--- config.mk ---
export PLATFORM = sky130hd
export DESIGN_NAME = watch_unit
export DESIGN_NICKNAME = d
export VERILOG_FILES = /design/src/rtl/watch_unit.sv
export SDC_FILE = /design/constraint.sdc
export NUM_CORES = 1
export LEC_CHECK = 0
export CAP_MARGIN = 20
export CORE_UTILIZATION = 35
export DETAILED_ROUTE_END_ITERATION = 10
export HOLD_SLACK_MARGIN = 0.05
export SLEW_MARGIN = 20
export SYNTH_ARGS = -nofsm -noshare
export SYNTH_HDL_FRONTEND = slang
export SYNTH_SLANG_ARGS = --single-unit
export TNS_END_PERCENT = 5
--- constraint.sdc ---
create_clock -name clk -period 5.8 [get_ports clk]
set_input_delay 0.58 -clock clk [delete_from_list [all_inputs] [get_ports clk]]
set_output_delay 0.58 -clock clk [all_outputs]
set_load 0.02 [all_outputs]
--- src/rtl/watch_unit.sv ---
// Address watch unit: counts qualifying sniffed bus accesses against a programmable
// countdown, pulses nmi on expiry and reloads from the period register.
module watch_unit #(
  parameter int ADDR_BUS_WIDTH = 32,
  parameter int DATA_WIDTH     = 32,
  parameter int MIN_PERIOD     = 15
) (
  input  logic                      clk,
  input  logic                      reset,
  input  logic [9:0]                wu_control,
  input  logic [DATA_WIDTH-1:0]     inDBB,
  input  logic [ADDR_BUS_WIDTH-1:0] bus_addr,
  input  logic                      bus_rw,
  input  logic                      bus_valid,
  output logic [DATA_WIDTH-1:0]     wDataWU,
  output logic                      nmi,
  output logic [1:0]                state
);

  localparam logic [1:0] ST_DISABLED = 2'd0;
  localparam logic [1:0] ST_ARMED    = 2'd1;
  localparam logic [1:0] ST_TRIP     = 2'd2;

  localparam logic [DATA_WIDTH-1:0] MIN_P = DATA_WIDTH'(MIN_PERIOD);
  localparam logic [DATA_WIDTH-1:0] ONE   = DATA_WIDTH'(1);

  logic [ADDR_BUS_WIDTH-1:0] laddr_q, laddr_d;
  logic [ADDR_BUS_WIDTH-1:0] uaddr_q, uaddr_d;
  logic [DATA_WIDTH-1:0]     period_q, period_d;
  logic [DATA_WIDTH-1:0]     counter_q, counter_d;
  logic [1:0]                state_q, state_d;
  logic [3:0]                pulse_q, pulse_d;

  logic sniffOn, writeOn, readOn, rangeOn;
  logic [3:0] rise;
  logic loadLaddr, loadUaddr, loadPeriod, loadCount;
  logic addrMatch, hit, countHit;
  logic [DATA_WIDTH-1:0] newPeriod;
  logic unused_ctrl;

  assign sniffOn = wu_control[0];
  assign writeOn = wu_control[1];
  assign readOn  = wu_control[2];
  assign rangeOn = wu_control[3];
  assign unused_ctrl = ^wu_control[8:7];

  // Load pulses order: {n_count, n_period, n_uaddr, n_laddr}
  assign pulse_d    = {wu_control[9], wu_control[6], wu_control[5], wu_control[4]};
  assign rise       = pulse_d & ~pulse_q;
  assign loadLaddr  = rise[0];
  assign loadUaddr  = rise[1];
  assign loadPeriod = rise[2];
  assign loadCount  = rise[3];

  always_comb begin
    addrMatch = 1'b0;
    if (rangeOn) begin
      addrMatch = (laddr_q <= uaddr_q) && (bus_addr >= laddr_q) && (bus_addr <= uaddr_q);
    end else begin
      addrMatch = (bus_addr == laddr_q);
    end
  end

  assign hit = bus_valid & sniffOn & ((bus_rw & readOn) | (~bus_rw & writeOn)) & addrMatch;
  // Loads to the counter or period take precedence; a colliding hit is dropped.
  assign countHit  = hit && (state_q != ST_DISABLED) && !loadCount && !loadPeriod;
  assign newPeriod = (inDBB == '0) ? MIN_P : inDBB;

  always_comb begin
    laddr_d   = loadLaddr ? ADDR_BUS_WIDTH'(inDBB) : laddr_q;
    uaddr_d   = loadUaddr ? ADDR_BUS_WIDTH'(inDBB) : uaddr_q;
    period_d  = loadPeriod ? newPeriod : period_q;
    counter_d = counter_q;
    state_d   = ST_ARMED;

    if (loadCount) begin
      counter_d = inDBB;
    end else if (loadPeriod) begin
      counter_d = newPeriod;
    end else if (countHit) begin
      counter_d = (counter_q <= ONE) ? period_q : counter_q - ONE;
    end

    if (!sniffOn) begin
      state_d = ST_DISABLED;
    end else if (countHit && (counter_q <= ONE)) begin
      state_d = ST_TRIP;
    end
  end

  always_ff @(posedge clk or negedge reset) begin
    if (!reset) begin
      laddr_q   <= '0;
      uaddr_q   <= '0;
      period_q  <= MIN_P;
      counter_q <= '0;
      state_q   <= ST_DISABLED;
      pulse_q   <= '0;
    end else begin
      laddr_q   <= laddr_d;
      uaddr_q   <= uaddr_d;
      period_q  <= period_d;
      counter_q <= counter_d;
      state_q   <= state_d;
      pulse_q   <= pulse_d;
    end
  end

  assign wDataWU = counter_q;
  assign nmi     = (state_q == ST_TRIP);
  assign state   = state_q;

endmodule

After elaboration in Yosys (flattened, before gate mapping). Cells that the tools add are included.

Word-level logic and storage cells: 41. Bits in registers: 134. Output and inout bits: 35. Input port bits: 78.

Add/subtract/negate cells: 1. Bitwise operators: 9. Order comparisons: 4. Mux-type cells: 8. Equal/unequal tests: 2. Reduce and logical (&&, ||, !) cells: 11.

Operators with widths (count): two-way mux 32 bit (5); <= comparator 32 bit (2); == test 32 bit (1); >= comparator 32 bit (1); <= comparator 32 x 1 -> 1 bit, second input constant (1); logical NOT 32 bit (1); subtractor 32 x 1 -> 32 bit, second input constant (1); logical AND 1 bit (6); AND 1 bit (5); AND 4 bit (1); two-way mux 2 bit (2); NOT 4 bit (1); nonzero test 3 bit (1); == test 2 bit, second input constant (1); logical NOT 1 bit (2); nonzero test 2 bit (1); two-way mux 1 bit (1); NOT 1 bit (1); OR 1 bit (1).

Longest topological paths before layout. Gate-level depths: netlist (run 1).

Depth after elaboration: 11. Mapped depth: 12. Depth with buffers taken out: 10.

Worst setup path before layout (run 1). Ideal clock, no wire load.

Path kind: input -> register. From: input port bus_addr[29]. To: register counter_q[15], in the netlist wDataWU[15]. Arrival: 2.736 ns. Data required time: 5.663 ns. Slack: 2.927 ns. Stages on the path: 11. Buffers on the path: 2. Library setup time: 0.137 ns. Cell sequence: ha_1 -> nand4_1 -> nor4_1 -> nand3_1 -> o311a_1 -> a221o_1 -> a211oi_2 -> buf_2 -> buf_4 -> mux2i_1 -> a21oi_1.

Cells in the longest elaborated chain, start to end: 9. Elaborated cells on any way between the ends: 11. Those cells by class: 2 x order compare; 1 x eq/ne; 1 x mux; 1 x bitwise; 6 x reduce/logical.

Ends and longest elaborated chain: from (decl) (RTL line 12) `input logic [ADDR_BUS_WIDTH-1:0] bus_addr,`; >= comparator 32 bit (RTL line 58) `addrMatch = (laddr_q <= uaddr_q) && (bus_addr >= laddr_q) && (bus_addr <= uaddr_q);`; logical AND 1 bit (2 in a row) (RTL line 58); two-way mux 1 bit (*) (RTL line 57) `if (rangeOn) begin`; AND 1 bit (*) (RTL line 64) `assign hit = bus_valid & sniffOn & ((bus_rw & readOn) | (~bus_rw & writeOn)) & addrMatch;`; logical AND 1 bit (*) (3 in a row) (RTL line 66) `assign countHit = hit && (state_q != ST_DISABLED) && !loadCount && !loadPeriod;`; nonzero test 3 bit (no line) (*); to (signal assigned) (RTL line 103) `counter_q <= counter_d;`; to (decl) (RTL line 30) `logic [DATA_WIDTH-1:0] counter_q, counter_d;`.

Every way passes the cells marked *; elsewhere a longest branch is shown, timed or not. A chain may end at the register's enable or synchronous reset.

Worst setup path in the final report (run 1).
From: input port bus_addr[11]. To: register counter_q[18], in the netlist wDataWU[18].

The elaborated chain is that of the path after synthesis.

==> results of run 1 <==
[metal layers]
metal | vias up | share of wire, % | global-route usage, %
met4 | 0 | 2.3 | 6.70
li1 | 3607 | - | -
met2 | 169 | 45 | 31.8
met1 | 3416 | 47 | 27.6
met3 | 36 | 5.0 | 5.01
met5 | - | 0 | 0
[sequential cells by signal, indices dropped and copies added, names as in the netlist]
signal	cells
laddr_q	32
period_q	32
pulse_q	4
state	2
uaddr_q	32
wDataWU	32
[report_power, final]
part	total, uW	switching, uW	internal [uW]
clock	1110	429	682
combinational	755	415	340
sequential	1160	103	1060
total	3030	947	2080
[placed cells by master, fill, tap and decap left out, types with 6 or more instances in the layout]
| cell | synthesis | layout |
|---|---|---|
| nor4_1 | 15 | 15 |
| nand4_1 | 18 | 18 |
| nor2_1 | 68 | 67 |
| o21ai_0 | 82 | 82 |
| nor3_1 | 22 | 22 |
| a21oi_1 | 79 | 79 |
| mux2i_1 | 23 | 23 |
| clkinv_2 | 0 | 6 |
| a21o_1 | 14 | 14 |
| nand2_1 | 179 | 179 |
| dfrtp_1 | 130 | 130 |
| a211oi_1 | 6 | 6 |
| nand3_1 | 17 | 17 |
| xnor2_1 | 17 | 17 |
| inv_1 | 68 | 68 |
| ha_1 | 98 | 98 |
| nor2b_1 | 12 | 9 |
| clkbuf_16 | 0 | 17 |
| clkdlybuf4s50_1 | 0 | 109 |
| buf_4 | 2 | 9 |
| a31oi_1 | 6 | 6 |
| and4_1 | 6 | 6 |
[worst min path at each step]
stage                                   startpoint                       end  slack (ns)  cells after the start
after floorplan                              reset    laddr_q[0]$_DFFE_PN0P_        0.28                      0
after global placement    period_q[28]$_DFFE_PN0P_  period_q[28]$_DFFE_PN0P_        0.46                      2
after detailed placement   period_q[5]$_DFFE_PN0P_   period_q[5]$_DFFE_PN0P_        0.46                      2
after CTS                                    reset   uaddr_q[21]$_DFFE_PN0P_        0.17                      1
after global routing                         reset   uaddr_q[25]$_DFFE_PN0P_        0.21                      1
final                                        reset   uaddr_q[25]$_DFFE_PN0P_        0.16                      1
[critical path: stages]
cell and delay [ns]:
clkdlybuf4s50_1 0.44, ha_1 0.34, nand4_1 0.15, nor4_1 0.65, nand3_1 0.22, o311a_1 0.16, a221o_1 0.30, a211oi_4 0.49
buf_4 0.42, o21ai_0 0.14, a221o_1 0.29
[final cells by class]
cell class / count / area, um2
clock buffer: 18 / 439
multi-input combinational: 736 / 4700
tap: 319 / 399
timing repair buffer: 119 / 1170
sequential: 134 / 3360
fill: 2345 / 13100
clock inverter: 14 / 159
inverter: 68 / 255
[cells by family (layout without fill, tap and decap cells)]
| logic type | count (synthesis) | in the layout | share of synthesized area (%) |
|---|---|---|---|
| AND/OR/NAND/NOR | 365 | 365 | 19.7 |
| AO/OA/AOI/OAI | 224 | 224 | 15.4 |
| flip-flops | 134 | 134 | 39.7 |
| buffers and inverters | 108 | 219 | 5.08 |
| adder cells (fa/ha/maj) | 98 | 98 | 14.5 |
| multiplexers | 27 | 27 | 3.26 |
| XOR/XNOR | 22 | 22 | 2.28 |
[per-stage QoR]
stage | power (uW) | std cells | area, um2 | hold slack, ns | utilization (%)
floorplan | 1610 | 978 | 8450 | 0.284 | -
global placement | 1910 | 1376 | 9880 | 0.461 | 42.0
detailed placement | 1930 | 1376 | 9880 | 0.463 | 42.0
CTS | 3060 | 1408 | 10500 | 0.170 | 44.5
global route | 3220 | 1408 | 10500 | 0.206 | 44.5
finish | 3030 | 1408 | 10500 | 0.155 | 44.5
==> reports/results.ini, run 1 <==
[run_status]
status=completed

[clock_tree]
cts_tree=yes
clock-sinks=134
cts.repair.resized=0
numCtsBuffers=17
ctsLongestPathBuffers=2
worstSkewPairLatency_ns=0.43
path_clk_slew_ns=0.06
cts_hold_buffers=0
cts_setup_buffers=0
htreeDepth=4
clockRootBuffer=clkbuf_16

[yosys]
synth_cells=978
yosysSeqAreaShare_pct=39.7
synthTopCellsByCount=nand2_1, dfrtp_1, ha_1
syn_avg_cell_area_um2=8.64
synth_most_common_cell=nand2_1
ys_types=58
synth_nets=1154
synth_edf_count=0
synthArstFlopShare_pct=100
synthFlopType=dfrtp_1
synthesis.area_um2=8450
ys_warn_count=0
yosysTopAreaCell=dfrtp_1
synth.top_cell.area_share_pct=38.5
ys_ff_latch=134
synth.area.top_cells=dfrtp_1, ha_1, nand2_1

[finish]
drive_above_1_share_pct=5.60
syn2layout_area_growth_pct=24.0
final_nets=1252
antennaDiodeCount=0

[job]
maxCapViolCount=0

[critical_path]
ff2ff_setup_slack_ns=2.14
critPathLaunch=bus_addr[11]
crit_path_end_kind=register
rr_startpoint=uaddr_q[13]$_DFFE_PN0P_
startpoint_type=input pin
endpoint=wDataWU[18]$_DFFE_PN0P_
critPathRequiredTime_ns=6.11
timing.rr.end=wDataWU[18]$_DFFE_PN0P_
crit_type=input pin to register
rr_worst_depth=11
arrival_ns=4.19
crit_path_max_fanout=21

[placed_design]
place_hpwl_um=17300
place_ws_ns=1.60
port-buffer-count=110
routabilityCongestion=0.836

[power]
p_leak_uw=0.00462
irDropWorstVdd_mv=0.182
power_density_nw_per_um2=289

[floorplanning]
num_rows=56
dieArea_um2=24800
die_w_um=157
core_area_um2=23500
start_util_pct=35.9
io_pins=113
die_h_um=157

[grt]
grt_pass1_vias=7050
grt_pass1_wl_um=38400
grt_use_total_pct=20.4
antenna_found_initial=0
grt-ovfl-total=0
grt_max_degree=70

[route]
num_vias=7228
via_per_inst=5.13
first_iter_violations=482
wl_per_cell_um=16.9
antenna_left=0
drc=0
drt_wl_total_um=23800
dr.pass1.iters=5

[sta]
clock_skew_ns=0.0104
max_freq_mhz=258
finalHoldViolCount=0
finalCritPeriodShare_pct=66.9
rsz0062_at_grt=no
setup_violations=0
finalMaxSlewViolations=0
min_period_ns=3.88
timing.slew.headroom_pct=38.9
fin_ws_ns=1.92
setup-tns-final_ns=0
worstMarginPinSlew_ns=0.916

[hold_path]
hold_class=input pin to asynchronous set/reset pin

No activity file was read; power rests on OpenSTA's default activity.
==> inputs of run 2 (changes only) <==
==> constraint.sdc (replaced) <==
create_clock -name clk -period 3.95 [get_ports clk]
set_input_delay 0.395 -clock clk [delete_from_list [all_inputs] [get_ports clk]]
set_output_delay 0.395 -clock clk [all_outputs]
set_load 0.02 [all_outputs]
==> run 2 against run 1 <==
Net effect: sequential share of layout area decreased by 0.39 points; via count unchanged; sequential power increased by 47%; register-to-register slack got worse by 1.5 ns; clock skew increased by 0.0013 ns; clock power increased by 54%; global-route usage about the same; critical path type is now register to register; flip-flop and latch count unchanged.
==> reports/results.ini, run 2 (synthesis gave the netlist of run 1 again) <==
[critical_path]
timing.rr.end=wDataWU[18]$_DFFE_PN0P_  ; unchanged
crit_type=register to register  ; was input pin to register
rr_startpoint=uaddr_q[13]$_DFFE_PN0P_  ; unchanged
rr_worst_depth=12  ; was 11
arrival_ns=3.67  ; was 4.19 ns
crit_path_end_kind=register  ; unchanged
ff2ff_setup_slack_ns=0.64  ; was 2.14 ns
crit_path_max_fanout=19  ; was 21
startpoint_type=register  ; was input pin
critPathRequiredTime_ns=4.31  ; was 6.11 ns

[power]
p_int_uw=3140  ; was 2080 uW
p_leak_uw=0.00468  ; was 0.00462 uW
pwr-share-clk_pct=37.7  ; was 36.7%
sw_frac_of_total_pct=30.7  ; was 31.3%
power_density_nw_per_um2=428  ; was 289 nW/um2
p_sw_uw=1390  ; was 947 uW
p_total_uw=4530  ; was 3030 uW
power_frac_comb_pct=24.6  ; was 24.9%
seq_power_share_pct=37.7  ; was 38.3%
irDropWorstVdd_mv=0.265  ; was 0.182 mV

[clock_tree]
cts_hold_buffers=0  ; unchanged
cts_tree=yes  ; unchanged
cts.repair.resized=0  ; unchanged
worstSkewPairLatency_ns=0.42  ; was 0.43 ns
clock-sinks=134  ; unchanged
numCtsBuffers=17  ; unchanged
htreeDepth=4  ; unchanged
clockRootBuffer=clkbuf_16  ; unchanged
cts_setup_buffers=0  ; unchanged
path_clk_slew_ns=0.06  ; about the same
ctsLongestPathBuffers=2  ; unchanged

[floorplanning]
dieArea_um2=24800  ; unchanged
core_area_um2=23500  ; unchanged
start_util_pct=35.9  ; unchanged
die_w_um=157  ; unchanged
num_rows=56  ; unchanged
die_h_um=157  ; unchanged
io_pins=113  ; unchanged

[sta]
finalHoldViolCount=0  ; unchanged
worstMarginPinSlew_ns=0.927  ; was 0.916 ns
max_freq_mhz=302
clock_skew_ns=0.0117  ; was 0.0104 ns
setup-tns-final_ns=0  ; unchanged
finalMaxSlewViolations=0  ; unchanged
timing.slew.headroom_pct=38.2  ; was 38.9%
setup_violations=0  ; unchanged
rsz0062_at_grt=no  ; unchanged
min_period_ns=3.31
hold_slack_ns=0.0615  ; was 0.155 ns
finalCritPeriodShare_pct=83.8

[finish]
final_cells=1414  ; was 1408
final_nets=1258  ; was 1252
antennaDiodeCount=0  ; unchanged
fin_util_pct=45.1  ; was 44.5%
drive_above_1_share_pct=6.12  ; was 5.60%
syn2layout_area_growth_pct=25.5  ; was 24.0%
final_common_cell=nand2_1  ; unchanged
final_cell_mix=nand2_1, dfrtp_1, clkdlybuf4s50_1  ; unchanged
fill_cells=2360  ; was 2345

[route]
via_per_inst=5.11  ; was 5.13
first_iter_violations=397  ; was 482
wl_per_cell_um=17.1  ; was 16.9 um
dr.pass1.iters=5  ; unchanged
drt_wl_total_um=24200  ; was 23800 um
antenna_left=0  ; unchanged
num_vias=7228  ; unchanged
drc=0  ; unchanged

[grt]
grt_use_total_pct=20.5  ; was 20.4%
busiest_layer=met2  ; unchanged
grt_pass1_vias=7036  ; was 7050
met1_usage_pct=27.3  ; was 27.6%
grt_pass1_wl_um=38400  ; about the same
grt_max_degree=94  ; was 70
grt-ovfl-total=0  ; unchanged
antenna_found_initial=0  ; unchanged
use_met3_pct=3.85  ; was 5.01%
grt_use_met2_pct=33.5  ; was 31.8%

[placed_design]
dp.cells=1382  ; was 1376
port-buffer-count=110  ; unchanged
routabilityCongestion=0.840  ; was 0.836
place_hpwl_um=17700  ; was 17300 um

[run_status]
status=completed  ; unchanged

[hold_path]
hold_class=input pin to asynchronous set/reset pin  ; unchanged

[job]
maxCapViolCount=0  ; unchanged

[run 2: cell types whose count changed in the layout (fill, tap and decap cells not counted), sizes merged]
cell    change
clkbuf      +1
bufinv      +1
buf         +6
clkinv      -2
[run 2: metal layers]
layer  up-vias  wire length, um
li1       3626                -
met4         0              448
met5         -                0
met2       184            11300
met3        25             1370
met1      3393            11100
[run 2: metrics by stage]
stage          area, um2  worst slack, ns
2_1_floorplan       8450             1.13
3_3_place_gp        9970            0.459
3_5_place_dp        9970            0.420
4_1_cts            10600            0.672
5_1_grt            10600            0.529
6_report           10600            0.639
[run 2: area by class of cell]
type	instances	area, um2	area share (%)
repair buffers	125	1260	11.9
clock inverters	13	179	1.69
clock buffers	19	453	4.27
flip-flops and latches	134	3360	31.7
inverters	68	255	2.41
well taps	319	399	3.76
multi-input cells	736	4700	44.3
[run 2: worst max-delay path, cell delays in order, from the launching register on]
cell      delay, ns
dfrtp_1        0.35
inv_1          0.10
ha_1           0.26
nand4_1        0.21
nor3_1         0.16
a21boi_0       0.16
or4_1          0.54
a221o_1        0.38
a211oi_4       0.29
buf_12         0.21
buf_12         0.17
nor4b_1        0.24
a221o_1        0.15
[run 2: power by group through the flow]
stage	Combinational, uW	Clock, uW	Sequential [uW]
2_1_floorplan	623	0	1750
3_3_place_gp	1090	0	1720
3_5_place_dp	1110	0	1730
4_1_cts	1120	1740	1710
5_1_grt	1270	1790	1730
6_report	1120	1710	1710
[run 2: how the worst max path moves through the flow]
stage | from | to | slack [ns] | cells after the start
6_report | uaddr_q[13]$_DFFE_PN0P_ | wDataWU[18]$_DFFE_PN0P_ | 0.64 | 12
5_1_grt | uaddr_q[14]$_DFFE_PN0P_ | wDataWU[0]$_DFFE_PN0P_ | 0.53 | 12
4_1_cts | uaddr_q[13]$_DFFE_PN0P_ | wDataWU[18]$_DFFE_PN0P_ | 0.67 | 12
3_5_place_dp | bus_addr[14] | wDataWU[18]$_DFFE_PN0P_ | 0.42 | 13
3_3_place_gp | bus_addr[31] | wDataWU[18]$_DFFE_PN0P_ | 0.46 | 12
2_1_floorplan | laddr_q[25]$_DFFE_PN0P_ | wDataWU[15]$_DFFE_PN0P_ | 1.13 | 11
==> inputs of run 3 (changes only) <==
==> constraint.sdc (replaced) <==
create_clock -name clk -period 2.7 [get_ports clk]
set_input_delay 0.27 -clock clk [delete_from_list [all_inputs] [get_ports clk]]
set_output_delay 0.27 -clock clk [all_outputs]
set_load 0.02 [all_outputs]
==> run 3 against run 2 <==
Net effect: the flow now finishes with violations (negative setup slack); flip-flop and latch count unchanged; combinational power rose by 90%; clock power grew 36%; routed wire length rose by 9.0%; via count increased by 9.1%; clock skew fell by 0.0024 ns; cell count rose by 10%; critical path depth is 1 higher; register-to-register slack lost 0.96 ns; total power grew 52%; largest cell class unchanged.
==> reports/results.ini, run 3 (synthesis gave the netlist of run 1 again) <==
[run_status]
status=finished with violations  ; was completed
violations=negative setup slack

[grt]
grt_pass1_wl_um=42000  ; was 38400 um
grt_pass1_vias=7797  ; was 7036
grt_use_total_pct=22.3  ; was 20.5%
antenna_found_initial=0  ; unchanged
grt-ovfl-total=0  ; unchanged
grt_max_degree=57  ; was 94

[placed_design]
place_area_um2=11000  ; was 9970 um2
port-buffer-count=110  ; unchanged
routabilityCongestion=0.889  ; was 0.840
place_hpwl_um=20000  ; was 17700 um

[clock_tree]
clockRootBuffer=clkbuf_16  ; unchanged
ctsLongestPathBuffers=2  ; unchanged
htreeDepth=4  ; unchanged
cts_tree=yes  ; unchanged
worstSkewPairLatency_ns=0.43  ; was 0.42 ns
clock-sinks=134  ; unchanged
numCtsBuffers=17  ; unchanged
path_clk_slew_ns=0.06  ; about the same

[sta]
hold_slack_ns=0.318  ; was 0.0615 ns
min_period_ns=3.02  ; was 3.31 ns
rsz0062_at_grt=yes  ; was no
finalHoldViolCount=0  ; unchanged
worstMarginPinSlew_ns=0.759  ; was 0.927 ns
max_freq_mhz=331  ; was 302 MHz
finalMaxSlewViolations=0  ; unchanged
clock_skew_ns=0.00931  ; was 0.0117 ns
timing.slew.headroom_pct=49.3  ; was 38.2%
fin_ws_ns=-0.318  ; was 0.639 ns
setup_violations=34  ; was 0
finalCritPeriodShare_pct=112  ; was 83.8%

[finish]
syn2layout_area_growth_pct=40.9  ; was 25.5%
final_cell_mix=nand2_1, buf_4, dfrtp_1  ; was nand2_1, dfrtp_1, clkdlybuf4s50_1
final_common_cell=nand2_1  ; unchanged
final_area_um2=11900  ; was 10600 um2
fin_util_pct=50.6  ; was 45.1%
antennaDiodeCount=0  ; unchanged
drive_above_1_share_pct=19.6  ; was 6.12%
final_nets=1402  ; was 1258

[critical_path]
crit_path_end_kind=register  ; unchanged
crit_type=register to register  ; unchanged
critPathRequiredTime_ns=2.98  ; was 4.31 ns
path_buf_inv=4  ; was 3
crit_path_max_fanout=8  ; was 19
arrival_ns=3.30  ; was 3.67 ns
path_cells=inv_1 > buf_4 > ha_4 > nand4_1 > nor4_4 > nand3_2 > o311a_1 > a221o_1 > a211oi_4 > buf_6 > buf_12 > mux2i_1 > a21oi_1  ; was inv_1 > ha_1 > nand4_1 > nor3_1 > a21boi_0 > or4_1 > a221o_1 > a211oi_4 > buf_12 > buf_12 > nor4b_1 > a221o_1
startpoint_type=register  ; unchanged
critical_path.max_stage_delay_ns=0.40  ; was 0.54 ns
cpLargestDelayFamily=compound AO/OA/AOI/OAI gates  ; was simple AND/OR/NAND/NOR gates
cp_slowest_cell=nor4_4  ; was or4_1

[floorplanning]
die_w_um=157  ; unchanged
core_area_um2=23500  ; unchanged
die_h_um=157  ; unchanged
io_pins=113  ; unchanged
dieArea_um2=24800  ; unchanged
num_rows=56  ; unchanged
start_util_pct=35.9  ; unchanged

[route]
num_vias=7889  ; was 7228
first_iter_violations=487  ; was 397
wl_per_cell_um=16.9  ; was 17.1 um
via_per_inst=5.06  ; was 5.11
dr.pass1.iters=6  ; was 5
drc=0  ; unchanged
antenna_left=0  ; unchanged
drt_wl_total_um=26400  ; was 24200 um

[power]
irDropWorstVdd_mv=0.444  ; was 0.265 mV
p_leak_uw=0.00537  ; was 0.00468 uW
power_density_nw_per_um2=578  ; was 428 nW/um2
p_total_uw=6880  ; was 4530 uW

[hold_path]
hold_class=input pin to register  ; was input pin to asynchronous set/reset pin

[job]
maxCapViolCount=0  ; unchanged

-- run 3: metrics by stage --
stage	setup WS, ns	instances	setup TNS (ns)
3_3_place_gp	-0.690	1521	-21.09
6_report	-0.318	1558	-8.11
5_1_grt	-0.455	1558	-12.51
4_1_cts	-0.331	1556	-8.87
2_1_floorplan	0.0125	978	0
3_5_place_dp	-0.767	1521	-22.82
-- run 3: path summary, 6_finish.rpt --
kind / slack [ns] / start / cells after the start / endpoint
max reg2reg: -0.32 / uaddr_q[26]$_DFFE_PN0P_ / 13 / wDataWU[15]$_DFFE_PN0P_
min: 0.32 / wu_control[5] / 1 / pulse_q[1]$_DFF_PN0_
max: -0.32 / uaddr_q[26]$_DFFE_PN0P_ / 13 / wDataWU[15]$_DFFE_PN0P_
min reg2reg: 0.47 / period_q[29]$_DFFE_PN0P_ / 2 / period_q[29]$_DFFE_PN0P_
min in group asynchronous: 0.37 / reset / 2 / period_q[5]$_DFFE_PN0P_
max in group asynchronous: 1.58 / reset / 3 / uaddr_q[14]$_DFFE_PN0P_
-- run 3: area by class of cell --
class | instances | area (um2)
Tap cell | 319 | 399
Multi-Input combinational cell | 736 | 4940
Fill cell | 2265 | 11600
Clock inverter | 9 | 103
Timing Repair Buffer | 269 | 2380
Inverter | 68 | 255
Clock buffer | 23 | 478
Sequential cell | 134 | 3360
-- run 3: power by group --
part / leakage (uW) / switching [uW] / internal (uW)
sequential: 0.00161 / 150 / 2270
clock: 0.000279 / 900 / 1430
combinational: 0.00348 / 1090 / 1040
-- run 3: per-layer routing --
layer / track usage (%) / routed length [um] / up-vias
met5: 0 / 0 / -
met4: 7.03 / 495 / 0
met3: 3.36 / 1050 / 33
met2: 36.6 / 12500 / 192
met1: 30.2 / 12400 / 3750
li1: - / - / 3914
-- run 3: timing repair --
action | CTS | global route
endpoints found under the hold margin | 49 | 0
setup buffers | 2 | 3
hold buffers | 1 | 0
pin swaps | 33 | 16
gates resized for setup | 26 | 18
endpoints found under the setup margin | 34 | 34
-- run 3: worst reg2reg max path, stage by stage, from the launching register on --
cell	delay, ns
dfrtp_1	0.32
inv_1	0.06
buf_4	0.15
ha_4	0.26
nand4_1	0.17
nor4_4	0.40
nand3_2	0.14
o311a_1	0.14
a221o_1	0.30
a211oi_4	0.33
buf_6	0.20
buf_12	0.14
mux2i_1	0.19
a21oi_1	0.08
